`config.mk`:
```
export PLATFORM = sky130hd
export DESIGN_NAME = axi_sync_fifo
export DESIGN_NICKNAME = d
export VERILOG_FILES = /design/src/rtl/axi_fifo_pkg.sv /design/src/rtl/axi_fifo_ptr.sv /design/src/rtl/axi_sync_fifo.sv
export SDC_FILE = /design/constraint.sdc
export NUM_CORES = 1
export LEC_CHECK = 0
export CAP_MARGIN = 20
export CORE_MARGIN = 1
export CORE_UTILIZATION = 37
export CTS_CLUSTER_DIAMETER = 40
export CTS_CLUSTER_SIZE = 8
export DETAILED_ROUTE_END_ITERATION = 10
export PLACE_DENSITY = 0.59
export SKIP_LAST_GASP = 1
export SLEW_MARGIN = 30
export SYNTH_ARGS = -nofsm -noshare
export SYNTH_HDL_FRONTEND = slang
export SYNTH_SLANG_ARGS = --single-unit
```
`constraint.sdc`:
```
create_clock -name i_clk -period 6.7 [get_ports i_clk]
set_input_delay 1.34 -clock i_clk [delete_from_list [all_inputs] [get_ports i_clk]]
set_output_delay 1.34 -clock i_clk [all_outputs]
set_load 0.03 [all_outputs]
```
`src/rtl/axi_fifo_pkg.sv`:
```
// Shared width helpers and defaults for the AXI-style synchronous FIFO.
// Imported by axi_fifo_ptr and axi_sync_fifo.
package axi_fifo_pkg;

  localparam int AXI_FIFO_DEF_DEPTH = 32;
  localparam int AXI_FIFO_DEF_WIDTH = 32;

  function automatic int ptr_w(input int depth);
    return (depth <= 2) ? 1 : $clog2(depth);
  endfunction

  function automatic int cnt_w(input int depth);
    return $clog2(depth) + 1;
  endfunction

  typedef logic [cnt_w(AXI_FIFO_DEF_DEPTH)-1:0] def_count_t;

endpackage

```
`src/rtl/axi_fifo_ptr.sv`:
```
// Wrapping FIFO pointer with increment enable and synchronous clear.
// Wraps naturally at 2**W, so the FIFO depth must be a power of two.
module axi_fifo_ptr
  import axi_fifo_pkg::*;
#(
  parameter int W = ptr_w(AXI_FIFO_DEF_DEPTH)
) (
  input  logic         i_clk,
  input  logic         i_clr,
  input  logic         i_en,
  output logic [W-1:0] o_ptr
);

  logic [W-1:0] r_ptr;

  always_ff @(posedge i_clk) begin
    if (i_clr) begin
      r_ptr <= '0;
    end else if (i_en) begin
      r_ptr <= r_ptr + 1'b1;
    end
  end

  assign o_ptr = r_ptr;

endmodule

```
`src/rtl/axi_sync_fifo.sv`:
```
// Single-clock FWFT FIFO with valid/ready on both sides and occupancy flags.
// Optional synchronous flush port when AXI_SYNC_FIFO_FLUSH_EN is defined.
module axi_sync_fifo
  import axi_fifo_pkg::*;
#(
  parameter int DATA_WIDTH    = AXI_FIFO_DEF_WIDTH,
  parameter int DEPTH         = AXI_FIFO_DEF_DEPTH,
  parameter int AFULL_THRESH  = DEPTH - 4,
  parameter int AEMPTY_THRESH = 4
) (
  input  logic                     i_clk,
  input  logic                     i_rst_n,
  input  logic                     i_s_valid,
  output logic                     o_s_ready,
  input  logic [DATA_WIDTH-1:0]    i_s_data,
  output logic                     o_m_valid,
  input  logic                     i_m_ready,
  output logic [DATA_WIDTH-1:0]    o_m_data,
  output logic [$clog2(DEPTH):0]   o_count,
  output logic                     o_full,
  output logic                     o_empty,
  output logic                     o_almost_full,
  output logic                     o_almost_empty
`ifdef AXI_SYNC_FIFO_FLUSH_EN
  ,
  input  logic                     i_flush
`endif
);

  localparam int PW = ptr_w(DEPTH);
  localparam int CW = cnt_w(DEPTH);

  typedef logic [CW-1:0] count_t;

  localparam count_t L_FULL   = count_t'(DEPTH);
  localparam count_t L_AFULL  = count_t'(AFULL_THRESH);
  localparam count_t L_AEMPTY = count_t'(AEMPTY_THRESH);

  logic [DATA_WIDTH-1:0] r_mem [DEPTH];
  count_t                r_count;
  logic [PW-1:0]         w_wr_ptr;
  logic [PW-1:0]         w_rd_ptr;
  logic                  w_clr;
  logic                  w_push;
  logic                  w_pop;
  logic                  w_full;
  logic                  w_empty;

`ifdef AXI_SYNC_FIFO_FLUSH_EN
  assign w_clr = ~i_rst_n | i_flush;
`else
  assign w_clr = ~i_rst_n;
`endif

  // Ready depends only on registered state: no write-through when full.
  assign w_full  = (r_count == L_FULL);
  assign w_empty = (r_count == '0);
  assign w_push  = i_s_valid & ~w_full;
  assign w_pop   = i_m_ready & ~w_empty;

  axi_fifo_ptr #(.W(PW)) u_wr_ptr (
    .i_clk (i_clk),
    .i_clr (w_clr),
    .i_en  (w_push),
    .o_ptr (w_wr_ptr)
  );

  axi_fifo_ptr #(.W(PW)) u_rd_ptr (
    .i_clk (i_clk),
    .i_clr (w_clr),
    .i_en  (w_pop),
    .o_ptr (w_rd_ptr)
  );

  always_ff @(posedge i_clk) begin
    if (w_push && !w_clr) begin
      r_mem[w_wr_ptr] <= i_s_data;
    end
  end

  always_ff @(posedge i_clk) begin
    if (w_clr) begin
      r_count <= '0;
    end else begin
      unique case (1'b1)
        w_push & ~w_pop: r_count <= r_count + 1'b1;
        ~w_push & w_pop: r_count <= r_count - 1'b1;
        default:         r_count <= r_count;
      endcase
    end
  end

  assign o_s_ready      = ~w_full;
  assign o_m_valid      = ~w_empty;
  assign o_m_data       = w_empty ? '0 : r_mem[w_rd_ptr];
  assign o_count        = r_count;
  assign o_full         = w_full;
  assign o_empty        = w_empty;
  assign o_almost_full  = (r_count >= L_AFULL);
  assign o_almost_empty = (r_count <= L_AEMPTY);

endmodule

```
==> metrics.md, run 1 <==
| Metric | Value |
|---|---|
| DRC violations left | `0` |
| IO Port Bufs | `between 70 and 80` |
| RePlAce Congestion | `0.7766` |
| 1st-pass router iterations | `6` |
| Largest cells by area after synthesis | `edfxtp_1 76%, mux4_2 16%, a221oi_2 1.2%` |
| CP startpoint kind | `flop` |
| Cells after DPL | `3175` |
| Core box area | `107400 sq um` |
| Highest routed layer | `met4` |
| Hold WS | `0.5808 ns` |
| Outcome | `finished clean` |
| EDFF count, synth | `1024` |
| FP Rows | `120` |
| Starting DRT DRC Count | `1760` |
| Sink Count | `roughly 1000` |
| Setup Skew | `about 0.020 ns` |
| H-tree Lvls | `4` |
| Mapped Nets | `1741` |
| Post-Layout Cell Count | `3406` |
| Final Hold Viols | `0` |
| YS warnings | `0` |
| Top FF cell, synth | `edfxtp_1` |
| Seq/Total Area, Yosys | `0.7749` |
| CTS tree | `yes` |
| Metal-1 WL | `between 40000 and 50000 um` |
| Layout cells sized above 1 | `0.3247` |
| Synthesized flop and latch total | `approximately 1000` |
| Clock buffer depth | `3` |
| GRT Util Overall | `0.1819` |
| Post-route clock period utilization | `0.8467` |
| Final setup margin | `1.027 ns` |
| Max-slew headroom | `0.3882` |
| Post-Syn Instances | `around 1700` |
| Dpl ws | `between 1.5 and 2 ns` |
| Grt ovf | `0` |
| Hold-fix buffers, CTS | `0` |
| Req. time, crit path | `approximately 5.4 ns` |
| Maxcap violations | `0` |
| Height of the die | `~330 um` |
| Clock Latency Late Sink | `0.74 ns` |
| Initial Utilization | `0.3747` |
| Tmin final | `between 5 and 6 ns` |
| # fillers | `8861` |
| RSZ-0062 raised after global routing | `false` |
| CTS buffer count | `157` |
| DP Wirelength | `between 50000 and 60000 um` |
| Most frequent cells after synthesis | `1024 x edfxtp_1, 288 x mux4_2, 42 x clkbuf_1` |
| Mapped Area | `40220 sq um` |
| First-pass GRT wire length | `144100 um` |
| Vias after detailed routing | `18937` |
| Final #Nets | `1978` |
| Post-CTS Repair Setup Buffers | `0` |
| Top cell type by total area after synthesis | `edfxtp_1` |
| Die W | `about 330 um` |
| Largest net degree at the start of global routing | `53` |
| Ys async rst share | `0` |
| P&R area growth vs syn | `18.90%` |
| Count leader, synth | `edfxtp_1` |
| Critical Path Fanout Max | `38` |
| Yosys top cell area share | `0.7645` |
| Vias/cell | `around 5.6` |
| Cell Pwr Density | `373.8 nW/um^2` |
| Crit. End Element | `output port` |
| Leakage power | `0.01454 uW` |
| Max Transition Viols Final | `0` |
| Antenna violations before repair | `1` |
| Antenna Nets Post-Route | `0` |
| # IOs | `80` |
| WL per Instance | `29.07 um` |
| Setup CP Type | `flop to output port` |
| Slew @ Worst Pin | `just over 0.9 ns` |
| Worst Path Arrival | `approximately 4.3 ns` |
| Routed wire length | `around 99000 um` |
| Setup_tns | `0 ns` |
| F_max | `176.3 MHz` |
| Vias in the first global route | `20020` |
| Clock Root Buffer | `clkbuf_16` |
| # resized after CTS | `0` |
| Netlist cell types | `44` |
| # setup viols final | `0` |
| Worst hold path type | `flop to flop` |
| Mean Syn Cell Area | `23.74 sq um` |
| WL met3 | `5850 um` |
| Clk pin slew, worst setup/hold paths | `0.05 ns` |
| Die area | `about 110000 sq um` |
| Core Util, Final | `0.4455` |
| Met2 wire len | `50000 um` |
| Maximum vdd drop | `0.3954 mV` |
## critical path: stages, from the launching register on
cell,delay (ns)
dfxtp_4,0.87
buf_4,0.58
nand2_1,0.60
o221ai_1,0.68
a221oi_2,0.11
clkdlybuf4s50_1,0.67
## metrics by stage
stage | power [uW] | instance area, sq um
after global routing | 18450 | 47820
after detailed placement | 11020 | 43380
final | 17880 | 47820
after CTS | 18060 | 47820
after floorplan | 9621 | 40220
after global placement | 11010 | 43190
## sequential cells by signal, summed over array words and instances (netlist names), named ones only
signal,cells
o_count,6
r_mem,1024
u_rd_ptr.o_ptr,5
u_wr_ptr.o_ptr,5
## power by group
part / internal [uW] / leakage, uW / switching, uW
clock: 4320 / 0.00215 / 2710
combinational: 1440 / 0.00301 / 2020
sequential: 7270 / 0.00939 / 117
total: 13000 / 0.0145 / 4850
## layout by cell type (no fill, tap or decap), drive strengths merged, types with 4 or more instances in the layout
| cell | instances |
|---|---|
| edfxtp | 1024 |
| mux4 | 288 |
| clkbuf | 202 |
| buf | 101 |
| clkdlybuf4s50 | 68 |
| nor2 | 37 |
| clkinv | 36 |
| mux2i | 34 |
| o221ai | 32 |
| a221oi | 32 |
| inv | 29 |
| dfxtp | 21 |
| and2 | 14 |
| nand2 | 11 |
| ha | 10 |
| nand3 | 7 |
| xnor2 | 6 |
| nor2b | 6 |
| xor2 | 4 |
| nand4 | 4 |
| clkinvlp | 4 |
## layer usage
| metal | vias to the layer above | track usage |
|---|---|---|
| met3 | 135 | 0.03456 |
| met2 | 695 | 0.3036 |
| met5 | - | 0 |
| li1 | 7747 | - |
| met4 | 0 | 0.04542 |
| met1 | 10360 | 0.2458 |
## final cells by class
cell class / instances / area [sq um] / area share
Sequential cell: 1045 / 31190 / 0.6521
Multi-Input combinational cell: 517 / 8655 / 0.1810
Clock buffer: 202 / 4182 / 0.08743
Tap cell: 1403 / 1755 / 0.03671
Timing Repair Buffer: 169 / 1634 / 0.03417
Clock inverter: 28 / 256.5 / 0.005363
Inverter: 41 / 153.9 / 0.003218
Antenna cell: 1 / 2.502 / 0.00005232
## worst paths after layout
check	endpoint	cells after the start	start	slack (ns)
worst max-delay path	o_m_data[4]	5	flop	1.03
worst min-delay path	o_count[5]	2	o_count[5]	0.58
worst max register to register	r_mem[24][5]	7	o_count[0]	3.46
worst min register to register	o_count[5]	2	o_count[5]	0.58
## logic make-up (layout without fill, tap and decap cells)
group,Yosys count,count (layout),share of synthesized area
buf+inv,132,440,0.01627
compound gates,81,81,0.02184
simple gates,93,93,0.01148
fa+ha+maj,11,11,0.003608
xor+xnor,10,10,0.002177
mux,322,322,0.1697
flops,1045,1045,0.7749
other cells,0,1,0
Note: power is estimated with default switching activity, not from simulation.
==> inputs of run 2 (changes only) <==
==> constraint.sdc (replaced) <==
create_clock -name i_clk -period 5.9 [get_ports i_clk]
set_input_delay 1.18 -clock i_clk [delete_from_list [all_inputs] [get_ports i_clk]]
set_output_delay 1.18 -clock i_clk [all_outputs]
set_load 0.03 [all_outputs]
==> metrics.md, run 2 (synthesis results as in run 1) <==
| Metric | Value |
|---|---|
| Post-CTS Repair Setup Buffers | `0` |
| Grt ovf | `0` |
| Maximum vdd drop | `0.5840 mV` |
| Height of the die | `roughly 330 um` |
| Routed wire length | `96720 um` |
| Setup_tns | `0 ns` |
| Commonest non-fill, non-tap cell in the layout | `edfxtp_1` |
| Slowest cell on crit path | `dfxtp_2` |
| Cell Pwr Density | `418.8 nW/um^2` |
| Max Transition Viols Final | `0` |
| Sink Count | `~1000` |
| Clock buffer depth | `3` |
| Most frequent cells in the layout | `1024 x edfxtp_1, 288 x mux4_2, 159 x clkbuf_16` |
| Critical Path Fanout Max | `23` |
| Largest net degree at the start of global routing | `67` |
| Slew @ Worst Pin | `0.9924 ns` |
| DRC violations left | `0` |
| F_max | `190.0 MHz` |
| Tmin final | `5.263 ns` |
| # fillers | `8893` |
| Post-Layout Cell Count | `about 3400` |
| Setup Skew | `between 0.02 and 0.025 ns` |
| CP startpoint kind | `flop` |
| Setup CP Type | `flop to output port` |
| 1st-pass router iterations | `7` |
| H-tree Lvls | `4` |
| Final Hold Viols | `0` |
| Cells after DPL | `3156` |
| First-pass GRT wire length | `140200 um` |
| Worst-path cell chain | `or3_1 > o221ai_1 > a221oi_2 > clkdlybuf4s50_1` |
| Final #Nets | `about 2000` |
| Clk pin slew, worst setup/hold paths | `roughly 0.05 ns` |
| Vias/cell | `5.591` |
| WL per Instance | `28.72 um` |
| Post-route clock period utilization | `0.8920` |
| RSZ-0062 raised after global routing | `false` |
| Starting DRT DRC Count | `1894` |
| Worst Path Arrival | `4.08 ns` |
| Max reg flops | `1024` |
| Initial Utilization | `0.3747` |
| P&R area growth vs syn | `18.17%` |
| Clock Latency Late Sink | `0.72 ns` |
| # setup viols final | `0` |
| Die area | `110000 sq um` |
| Vias after detailed routing | `approximately 19000` |
| Antenna violations before repair | `7` |
| Hold WS | `0.5437 ns` |
| Leakage power | `0.01442 uW` |
| Vias in the first global route | `20057` |
| Antenna Nets Post-Route | `0` |
| Crit. End Element | `output port` |
| Max-slew headroom | `0.3384` |
| Hold-fix buffers, CTS | `0` |
| DP Wirelength | `around 52000 um` |
| CTS tree | `yes` |
| GRT Util Overall | `0.1774` |
| RePlAce Congestion | `0.7567` |
| Maxcap violations | `0` |
| # resized after CTS | `0` |
| Die W | `331.7 um` |
| FP Rows | `between 100 and 150` |
| IO Port Bufs | `between 70 and 80` |
| CTS buffer count | `roughly 160` |
| # IOs | `80` |
| Core box area | `107400 sq um` |
| Worst hold path type | `flop to flop` |
| Reg with most FFs | `r_mem` |
| Clock Root Buffer | `clkbuf_16` |
| Outcome | `finished clean` |
| Req. time, crit path | `4.72 ns` |
| Slowest stage delay, CP | `approximately 0.95 ns` |
| Layout cells sized above 1 | `0.3279` |
==> run 2: cell types whose count changed in the layout (fill, tap and decap cells not counted), sizes merged <==
cell           before  now
bufinv              0    3
clkinv             36   31
clkinvlp            4    2
buf               101  104
clkbuf            202  186
clkdlybuf4s50      68   47
==> run 2: where the power goes <==
part           leakage [uW]  switching (uW)  total [uW]  internal, uW
combinational       0.00293            2030        3640          1610
sequential          0.00939             114        8370          8260
clock               0.00211            2970        7890          4920
==> run 2: worst paths after layout <==
kind | slack (ns) | endpoint | from | cells past startpoint
worst max-delay path | 0.64 | o_m_data[30] | flop | 4
worst min-delay path | 0.54 | o_count[5] | o_count[5] | 2
worst max register to register | 2.95 | o_count[4] | o_count[0] | 9
worst min register to register | 0.54 | o_count[5] | o_count[5] | 2
==> run 2: per-layer routing <==
| layer | track usage | wire length, um |
|---|---|---|
| met5 | 0 | 29 |
| met4 | 0.05047 | 1994 |
| met3 | 0.04017 | 6600 |
| met2 | 0.2807 | 46750 |
| met1 | 0.2467 | 41350 |
==> run 2: area by class of cell <==
class | instances | area, sq um | area share
clock inverters | 24 | 249.0 | 0.005238
diodes | 1 | 2.502 | 0.00005265
flip-flops and latches | 1045 | 31190 | 0.6561
inverters | 41 | 153.9 | 0.003238
multi-input cells | 517 | 8657 | 0.1821
repair buffers | 151 | 1449 | 0.03048
well taps | 1403 | 1755 | 0.03693
clock buffers | 186 | 4080 | 0.08584
==> run 2: worst max-delay path, delay by kind of cell, from the launching register on <==
kind	cells	cell delay (ns)
buffers and inverters	1	0.79
DFF	1	0.95
and+or+nand+nor	1	0.88
AOI/OAI and AO/OA	2	0.72
==> run 2: stage by stage <==
stage,instance area [sq um],setup WS [ns],util,power [uW]
after detailed placement,43320,1.375,0.4036,12200
after floorplan,40220,2.144,-,10930
after CTS,47650,0.5931,0.4439,20120
after global placement,43300,1.361,0.4034,12160
after global routing,47530,0.4493,0.4428,20590
final,47530,0.6374,0.4428,19900
==> inputs of run 3 (changes only) <==
--- a/config.mk
+++ b/config.mk
@@ -11,6 +11,7 @@
 export CTS_CLUSTER_DIAMETER = 40
 export CTS_CLUSTER_SIZE = 8
 export DETAILED_ROUTE_END_ITERATION = 10
+export HOLD_SLACK_MARGIN = 0.03
 export PLACE_DENSITY = 0.59
 export SKIP_LAST_GASP = 1
 export SLEW_MARGIN = 30
==> constraint.sdc (replaced) <==
create_clock -name i_clk -period 5.4 [get_ports i_clk]
set_input_delay 1.08 -clock i_clk [delete_from_list [all_inputs] [get_ports i_clk]]
set_output_delay 1.08 -clock i_clk [all_outputs]
set_load 0.03 [all_outputs]
==> metrics.md, run 3 (synthesis results as in run 1) <==
| Metric | Value |
|---|---|
| Antenna fix cells | `0` |
| Cells after DPL | `3170` |
| Max-slew headroom | `0.4361` |
| Global routing usage on met2 | `0.2898` |
| CP startpoint kind | `flop` |
| Vias after detailed routing | `18972` |
| DP Wirelength | `between 50000 and 60000 um` |
| Grt ovf | `0` |
| Post-route clock period utilization | `0.9221` |
| Largest net degree at the start of global routing | `50` |
| Die area | `110000 sq um` |
| GR Util met3 | `0.03894` |
| Height of the die | `about 330 um` |
| GRT Util Overall | `0.1837` |
| GR Layer Usage met1 | `0.2588` |
| CTS tree | `yes` |
| Core box area | `between 100000 and 150000 sq um` |
| H-tree Lvls | `4` |
| # IOs | `80` |
| Sink Count | `1045` |
| # setup viols final | `0` |
| Initial Utilization | `0.3747` |
| Leakage power | `0.01454 uW` |
| Tmin final | `4.979 ns` |
| Most frequent cells in the layout | `1024 x edfxtp_1, 288 x mux4_2, 161 x clkbuf_16` |
| Max Transition Viols Final | `0` |
| Setup CP Type | `flop to output port` |
| RSZ-0062 raised after global routing | `false` |
| Crit. End Element | `output port` |
| Outcome | `finished clean` |
| Reg with most FFs | `r_mem` |
| Antenna violations before repair | `3` |
| P&R area growth vs syn | `18.88%` |
| Final setup margin | `between 0.4 and 0.5 ns` |
| 1st-pass router iterations | `5` |
| Max reg flops | `1024` |
| Slowest stage delay, CP | `0.71 ns` |
| Vias/cell | `between 5 and 6` |
| Post-CTS Repair Setup Buffers | `0` |
| Commonest non-fill, non-tap cell in the layout | `edfxtp_1` |
| Setup_tns | `0 ns` |
| Slew @ Worst Pin | `0.8439 ns` |
| Post-Layout Cell Count | `3389` |
| Maxcap violations | `0` |
| Worst Path Arrival | `3.90 ns` |
| Req. time, crit path | `4.32 ns` |
| Antenna Nets Post-Route | `0` |
| Worst-path cell chain | `buf_4 > nand2_1 > o221ai_1 > a221oi_2 > clkdlybuf4s50_1` |
| Clk pin slew, worst setup/hold paths | `around 0.05 ns` |
| Dpl ws | `1.071 ns` |
| Vias in the first global route | `20068` |
| Starting DRT DRC Count | `1846` |
| Clock Root Buffer | `clkbuf_16` |
| Final Hold Viols | `0` |
| Routed wire length | `100200 um` |
| Setup Skew | `0.01803 ns` |
| Slowest cell on crit path | `dfxtp_4` |
| Maximum vdd drop | `0.4219 mV` |
| Critical Path Fanout Max | `26` |
| Hold-fix buffers, CTS | `0` |
| WL per Instance | `29.56 um` |
| FP Rows | `120` |
| Final #Nets | `1974` |
| DRC violations left | `0` |
| CTS buffer count | `~160` |
| # resized after CTS | `0` |
| GR peak layer | `met2` |
| Clock buffer depth | `3` |
| Clock Latency Late Sink | `around 0.72 ns` |
| First-pass GRT wire length | `143600 um` |
| IO Port Bufs | `79` |
| Worst hold path type | `flop to flop` |
| RePlAce Congestion | `0.7634` |
| Die W | `around 330 um` |
| F_max | `between 200 and 250 MHz` |
| Cell Pwr Density | `457.8 nW/um^2` |
| Layout cells sized above 1 | `0.3343` |
| Hold WS | `around 0.55 ns` |
## run 3: cell types whose count changed in the layout (fill, tap and decap cells not counted), moves of 2 or more
cell / delta
clkinv_1: +3
buf_16: -2
clkinvlp_4: +2
clkinv_2: +3
clkbuf_16: +2
buf_12: +14
## run 3: area by class of cell
cell class                 count  area, sq um
fill                        8793        59530
multi-input combinational    517         8658
tap                         1403         1755
sequential                  1045        31190
inverter                      41        153.9
clock buffer                 189         4144
clock inverter                30        240.2
timing repair buffer         164         1682
## run 3: critical path: cells and delay by family (launching register included)
kind,cells,cell delay [ns]
and+or+nand+nor,1,0.62
DFF,1,0.71
buffers and inverters,2,1.17
AOI/OAI and AO/OA,2,0.64
## run 3: path summary, 6_finish.rpt
kind	start	to	slack [ns]	cells past startpoint
max reg2reg	o_count[0]	o_count[4]	2.48	11
min reg2reg	o_count[5]	o_count[5]	0.55	2
min	o_count[5]	o_count[5]	0.55	2
max	flop	o_m_data[12]	0.42	5
## run 3: stage by stage
stage          total power, uW  area (sq um)  utilization
2_1_floorplan            11940         40220            -
3_3_place_gp             13400         43590       0.4060
3_5_place_dp             13430         43570       0.4059
4_1_cts                  22120         47960       0.4467
5_1_grt                  22610         47820       0.4454
6_report                 21890         47820       0.4454
## run 3: where the power goes
group          leakage (uW)  switching [uW]  internal (uW)
registers           0.00939             113           9020
clock network       0.00213            3260           5410
logic               0.00302            2270           1820
## run 3: per-layer routing
metal  up-vias  part of all wire  wire [um]
met5         -                 0          0
met4         0             0.019       1875
met1     10345              0.43      42890
li1       7736                 -          -
met3       142             0.071       7090
met2       749              0.48      48330
==> variant 1, RTL diff (flow settings as in run 2) <==
One comparison of `r_count` changes from == to >=.
--- a/src/rtl/axi_sync_fifo.sv
+++ b/src/rtl/axi_sync_fifo.sv
@@ -53,7 +53,7 @@
 `endif
 
   // Ready depends only on registered state: no write-through when full.
-  assign w_full  = (r_count == L_FULL);
+  assign w_full  = (r_count >= L_FULL);
   assign w_empty = (r_count == '0);
   assign w_push  = i_s_valid & ~w_full;
   assign w_pop   = i_m_ready & ~w_empty;
Function: no difference found for any inputs over 4 cycles, from zero or initial values and one cycle with i_rst_n low; that may be too few to reach the edited logic, so the function may still have changed.
==> variant 1 against run 2 <==
Wire length is 1.2% lower. First-iteration DRC count increased by 4.1%. Total power up 5.1%. Sequential cell count unchanged. Final area up 0.40%. Worst setup slack got worse by 0.064 ns. Synthesized area about the same. Sequential power barely moved. Largest cell class unchanged. Largest power group unchanged.
==> variant 1: results (changes against run 2) <==
- Distinct cells, synth: 46 (was 44)
- DR vias: 18600 (was 18800)
- Post-synth top cells: edfxtp_1 (1024), mux4_2 (288), buf_2 (41) (was edfxtp_1 (1024), mux4_2 (288), clkbuf_1 (42))
- # resized after CTS: 0 (unchanged)
- First-pass GRT wire length: 140000 um (about the same)
- Clock Tree Buf Depth: 3 (unchanged)
- Gr usage total: 0.176 (was 0.177)
- Status: finished, final reports clean (unchanged)
- Hpwl dp: 55300 um (was 52400 um)
- Clock Skew: 0.0188 ns (was 0.0236 ns)
- Register area share after synthesis: 0.775 (about the same)
- Worst IR drop on VDD: 276 uV (was 584 uV)
- CTS root buffer: clkbuf_16 (unchanged)
- EDFF count, synth: 1024 (unchanged)
- Pleak: 14.5 nW (was 14.4 nW)
- Ys async rst share: 0 (unchanged)
- Clk Latency, worst-skew pair: 0.74 ns (was 0.72 ns)
- Final cell count without fillers: 3395 (was 3368)
- # fillers: 8902 (was 8893)
- GPL Wtd Cong: 0.751 (was 0.757)
- Initial antenna violation count: 4 (was 7)
- Clock transition at path regs: 0.05 ns (about the same)
- Placed cells: 3173 (was 3156)
- WL/cell: 28.1 um (was 28.7 um)
- M1 WL: 40600 um (was 41400 um)
- Nets: 1976 (was 1960)
- Place WS: 1.29 ns (was 1.38 ns)
- Worst-path fanout max: 25 (was 23)
- Crit path arrival time: 4.15 ns (was 4.08 ns)
- Worst Tran Pin Value: 1.01 ns (was 0.992 ns)
- Highest routed metal layer: met5 (unchanged)
- WL met3: 5550 um (was 6600 um)
- Pin count of the biggest net entering global routing: 77 (was 67)
- Total CTS buffers: 157 (unchanged)
- Yosys warning count: 0 (unchanged)
- Port buffer count: 79 (unchanged)
- Largest cells by area after synthesis: edfxtp_1 (76%), mux4_2 (16%), a221oi_2 (1.1%) (was edfxtp_1 (76%), mux4_2 (16%), a221oi_2 (1.2%))
- Number of global-route vias before repair: 19900 (was 20100)
- Met2 wire len: 47400 um (was 46700 um)
- Initial DRC count: 1971 (was 1894)
- Layout cells sized above 1: 0.331 (was 0.328)
==> variant 1: cell count changes after synthesis, sizes merged, moves of 2 or more <==
cell	before	now
buf	49	64
clkbuf	42	30
inv	24	20
clkinv	17	20
nor3	3	1
xnor2	6	8
xor2	4	2
==> variant 1: final cells by class <==
class	instances	area, um2	share of cell area
sequential	1045	31200	0.653
multi-input combinational	515	8630	0.181
clock buffer	191	4100	0.0859
tap	1403	1760	0.0368
timing repair buffer	170	1560	0.0327
clock inverter	30	339	0.00710
inverter	40	150	0.00315
antenna	1	2.50	0.0000524
==> variant 1: path summary, 6_finish.rpt <==
path | from | depth (start not counted) | slack, ns | to
min | o_count[5]$_SDFFE_PN0P_ | 2 | 0.52 | o_count[5]$_SDFFE_PN0P_
max reg2reg | o_count[3]$_SDFFE_PN0P_ | 9 | 2.96 | o_count[5]$_SDFFE_PN0P_
max | flop | 6 | 0.57 | o_m_data[28]
min reg2reg | o_count[5]$_SDFFE_PN0P_ | 2 | 0.52 | o_count[5]$_SDFFE_PN0P_
==> variant 1: critical path: stages (launching register included) <==
cell             delay, ns
dfxtp_2               0.62
buf_4                 0.54
or3_1                 0.65
buf_4                 0.27
o221ai_1              0.18
a221oi_2              0.38
clkdlybuf4s50_1       0.74
==> variant 1: through the flow <==
step / total power [mW] / cell area [um2] / hold slack, ns
after floorplan: 11.5 / 40200 / 0.525
after global placement: 13.1 / 43200 / 0.520
after detailed placement: 13.1 / 43300 / 0.530
after CTS: 21.2 / 47800 / 0.536
after global routing: 21.6 / 47700 / 0.570
final: 20.9 / 47700 / 0.521
==> variant 1: routing by layer <==
| layer | vias to the layer above | GRT usage |
|---|---|---|
| met1 | 10100 | 0.235 |
| met3 | 129 | 0.0380 |
| met2 | 589 | 0.287 |
| li1 | 7725 | - |
| met4 | 6 | 0.0531 |
| met5 | - | 0 |
==> variant 1: where the power goes <==
part | total [mW] | internal [mW] | switching [mW] | leakage [nW]
clock | 8.02 | 4.96 | 3.05 | 2.14
sequential | 8.39 | 8.26 | 0.126 | 9.39
combinational | 4.52 | 2.03 | 2.49 | 2.98
total | 20.9 | 15.3 | 5.67 | 14.5
==> variant 1: logic make-up (layout without fill, tap and decap cells) <==
group	after synthesis	after routing	share of synthesized area
mux	322	322	0.170
fa+ha+maj	11	11	0.00361
simple gates	93	93	0.0116
flops	1045	1045	0.775
xor+xnor	10	10	0.00218
other cells	0	1	0
compound gates	79	79	0.0213
buf+inv	134	431	0.0171
==> variant 2, RTL diff (settings of run 2) <==
Made on the original files. The package constant `AXI_FIFO_DEF_WIDTH` goes from 32 to 16.
--- a/src/rtl/axi_fifo_pkg.sv
+++ b/src/rtl/axi_fifo_pkg.sv
@@ -3,7 +3,7 @@
 package axi_fifo_pkg;
 
   localparam int AXI_FIFO_DEF_DEPTH = 32;
-  localparam int AXI_FIFO_DEF_WIDTH = 32;
+  localparam int AXI_FIFO_DEF_WIDTH = 16;
 
   function automatic int ptr_w(input int depth);
     return (depth <= 2) ? 1 : $clog2(depth);
Ports: changed (resized i_s_data and o_m_data); port bits go from 80 to 48. No check against the original RTL was run, so the function may have changed too.
==> variant 2 against run 2 <==
Synthesized area decreased by 48%. Critical path type unchanged. Critical path depth increased by 2. Total power decreased by 46%. Worst setup slack improved by 0.36 ns. Sequential cell count decreased by 512. Clock power decreased by 44%. Wire length decreased by 50%. Final area decreased by 48%. Register-to-register slack got worse by 0.31 ns.
==> variant 2: results (changes against run 2) <==
- GPL Wtd Cong: 0.743 (was 0.757)
- Initial antenna violation count: 0 (was 7)
- Status: finished, final reports clean (unchanged)
- Largest delay share family, worst path: buffers and inverters (was flip-flops)
- Largest cells by area after synthesis: edfxtp_1 (74%), mux4_2 (15%), dfxtp_1 (2.0%) (was edfxtp_1 (76%), mux4_2 (16%), a221oi_2 (1.2%))
- Max reg flops: 512 (was 1024)
- Portion of netlist area occupied by mux cells: 0.166 (was 0.170)
- Pin count of the biggest net entering global routing: 41 (was 67)
- Post-Synth XOR/XNOR Area: 0.00422 (was 0.00218)
- Clk Latency, worst-skew pair: 0.61 ns (was 0.72 ns)
- Crit path arrival time: 3.72 ns (was 4.08 ns)
- Crit path capture: o_m_data[10] (was o_m_data[30])
- Via-per-instance ratio: 5.44 (was 5.59)
- Met2 usage: 0.278 (was 0.281)
- R2R cell count: 5 (was 9)
- EDFF count, synth: 512 (was 1024)
- # fillers: 4597 (was 8893)
- Worst-path fanout max: 40 (was 23)
- Met3 GRT Util: 0.0373 (was 0.0402)
- H-tree depth: 3 (was 4)
- Gr usage total: 0.176 (was 0.177)
- Reg2Reg Capture Point: r_mem[29][11]$_DFFE_PP_ (was o_count[4]$_SDFFE_PN0P_)
- Worst Tran Pin Value: 0.942 ns (was 0.992 ns)
- Hold_ws: 0.541 ns (was 0.544 ns)
- Initial DRC count: 988 (was 1894)
- Post-synth top cells: edfxtp_1 (512), mux4_2 (138), nor2_1 (37) (was edfxtp_1 (1024), mux4_2 (288), clkbuf_1 (42))
- Pleak: 7.75 nW (was 14.4 nW)
- Layout cells sized above 1: 0.312 (was 0.328)
- Post-Syn Nets: 961 (was 1741)
- Number of global-route vias before repair: 10300 (was 20100)
- Slowest-stage cell, CP: dfxtp_4 (was dfxtp_2)
- Hpwl dp: 27700 um (was 52400 um)
- Worst IR drop on VDD: 383 uV (was 584 uV)
- R2R Setup Slk: 2.64 ns (was 2.95 ns)
- Critical Path Max Stage Delay: 0.72 ns (was 0.95 ns)
- Nets: 1101 (was 1960)
- Total CTS buffers: 84 (was 157)
-- variant 2: cell count changes after synthesis, moves of 10 or more --
cell / before / now
a221oi_1: 0 / 10
o221ai_1: 32 / 16
mux2i_1: 34 / 18
edfxtp_1: 1024 / 512
clkbuf_1: 42 / 17
buf_2: 33 / 17
mux4_2: 288 / 138
clkinv_1: 17 / 0
a221oi_2: 32 / 6
-- variant 2: stage by stage --
step	instance area, um2	cells	utilization
final	24800	1852	0.450
after global routing	24800	1852	0.450
after CTS	24800	1852	0.450
after detailed placement	22300	1732	0.405
after global placement	22400	1732	0.406
after floorplan	20700	930	-
-- variant 2: layout make-up --
type	count	area (um2)	share of cell area
flip-flops and latches	533	15800	0.636
clock inverters	23	319	0.0128
clock buffers	97	2190	0.0883
multi-input cells	325	4640	0.187
repair buffers	101	858	0.0346
inverters	25	93.8	0.00378
well taps	748	936	0.0377
-- variant 2: worst min-delay path by stage --
| stage | startpoint | endpoint | cells after the start |
|---|---|---|---|
| 5_1_grt | o_count[5]$_SDFFE_PN0P_ | o_count[5]$_SDFFE_PN0P_ | 2 |
| 6_report | o_count[5]$_SDFFE_PN0P_ | o_count[5]$_SDFFE_PN0P_ | 2 |
| 3_5_place_dp | o_count[5]$_SDFFE_PN0P_ | o_count[5]$_SDFFE_PN0P_ | 2 |
| 3_3_place_gp | o_count[5]$_SDFFE_PN0P_ | o_count[5]$_SDFFE_PN0P_ | 2 |
| 4_1_cts | o_count[5]$_SDFFE_PN0P_ | o_count[5]$_SDFFE_PN0P_ | 2 |
| 2_1_floorplan | u_rd_ptr.o_ptr[1]$_SDFFE_PN0N_ | flop | 2 |
-- variant 2: cells by family after synthesis --
family	after synthesis
xor gates and xnor gates	10
adders and majority gates	11
buffers and inverters	72
muxes	162
DFF	533
AOI/OAI and AO/OA	49
and+or+nand+nor	93
-- variant 2: worst reg2reg max path, stage by stage (launching register included) --
cell and delay [ns]:
dfxtp_1 0.44, nor3_1 0.14, a31oi_1 0.78, nand3_1 0.61, nor2_2 0.62, buf_4 0.35
-- variant 2: where the power goes --
part	leakage, nW	total (mW)	switching [mW]	internal [mW]
clock	1.23	4.45	1.62	2.83
sequential	4.78	4.32	0.104	4.21
combinational	1.75	2.03	1.15	0.887
total	7.75	10.8	2.87	7.94
-- variant 2: routing by layer --
metal,wire [um],share of wire
met2,23800,0.49
met4,709,0.015
met1,21100,0.43
met3,3130,0.064
met5,0,0
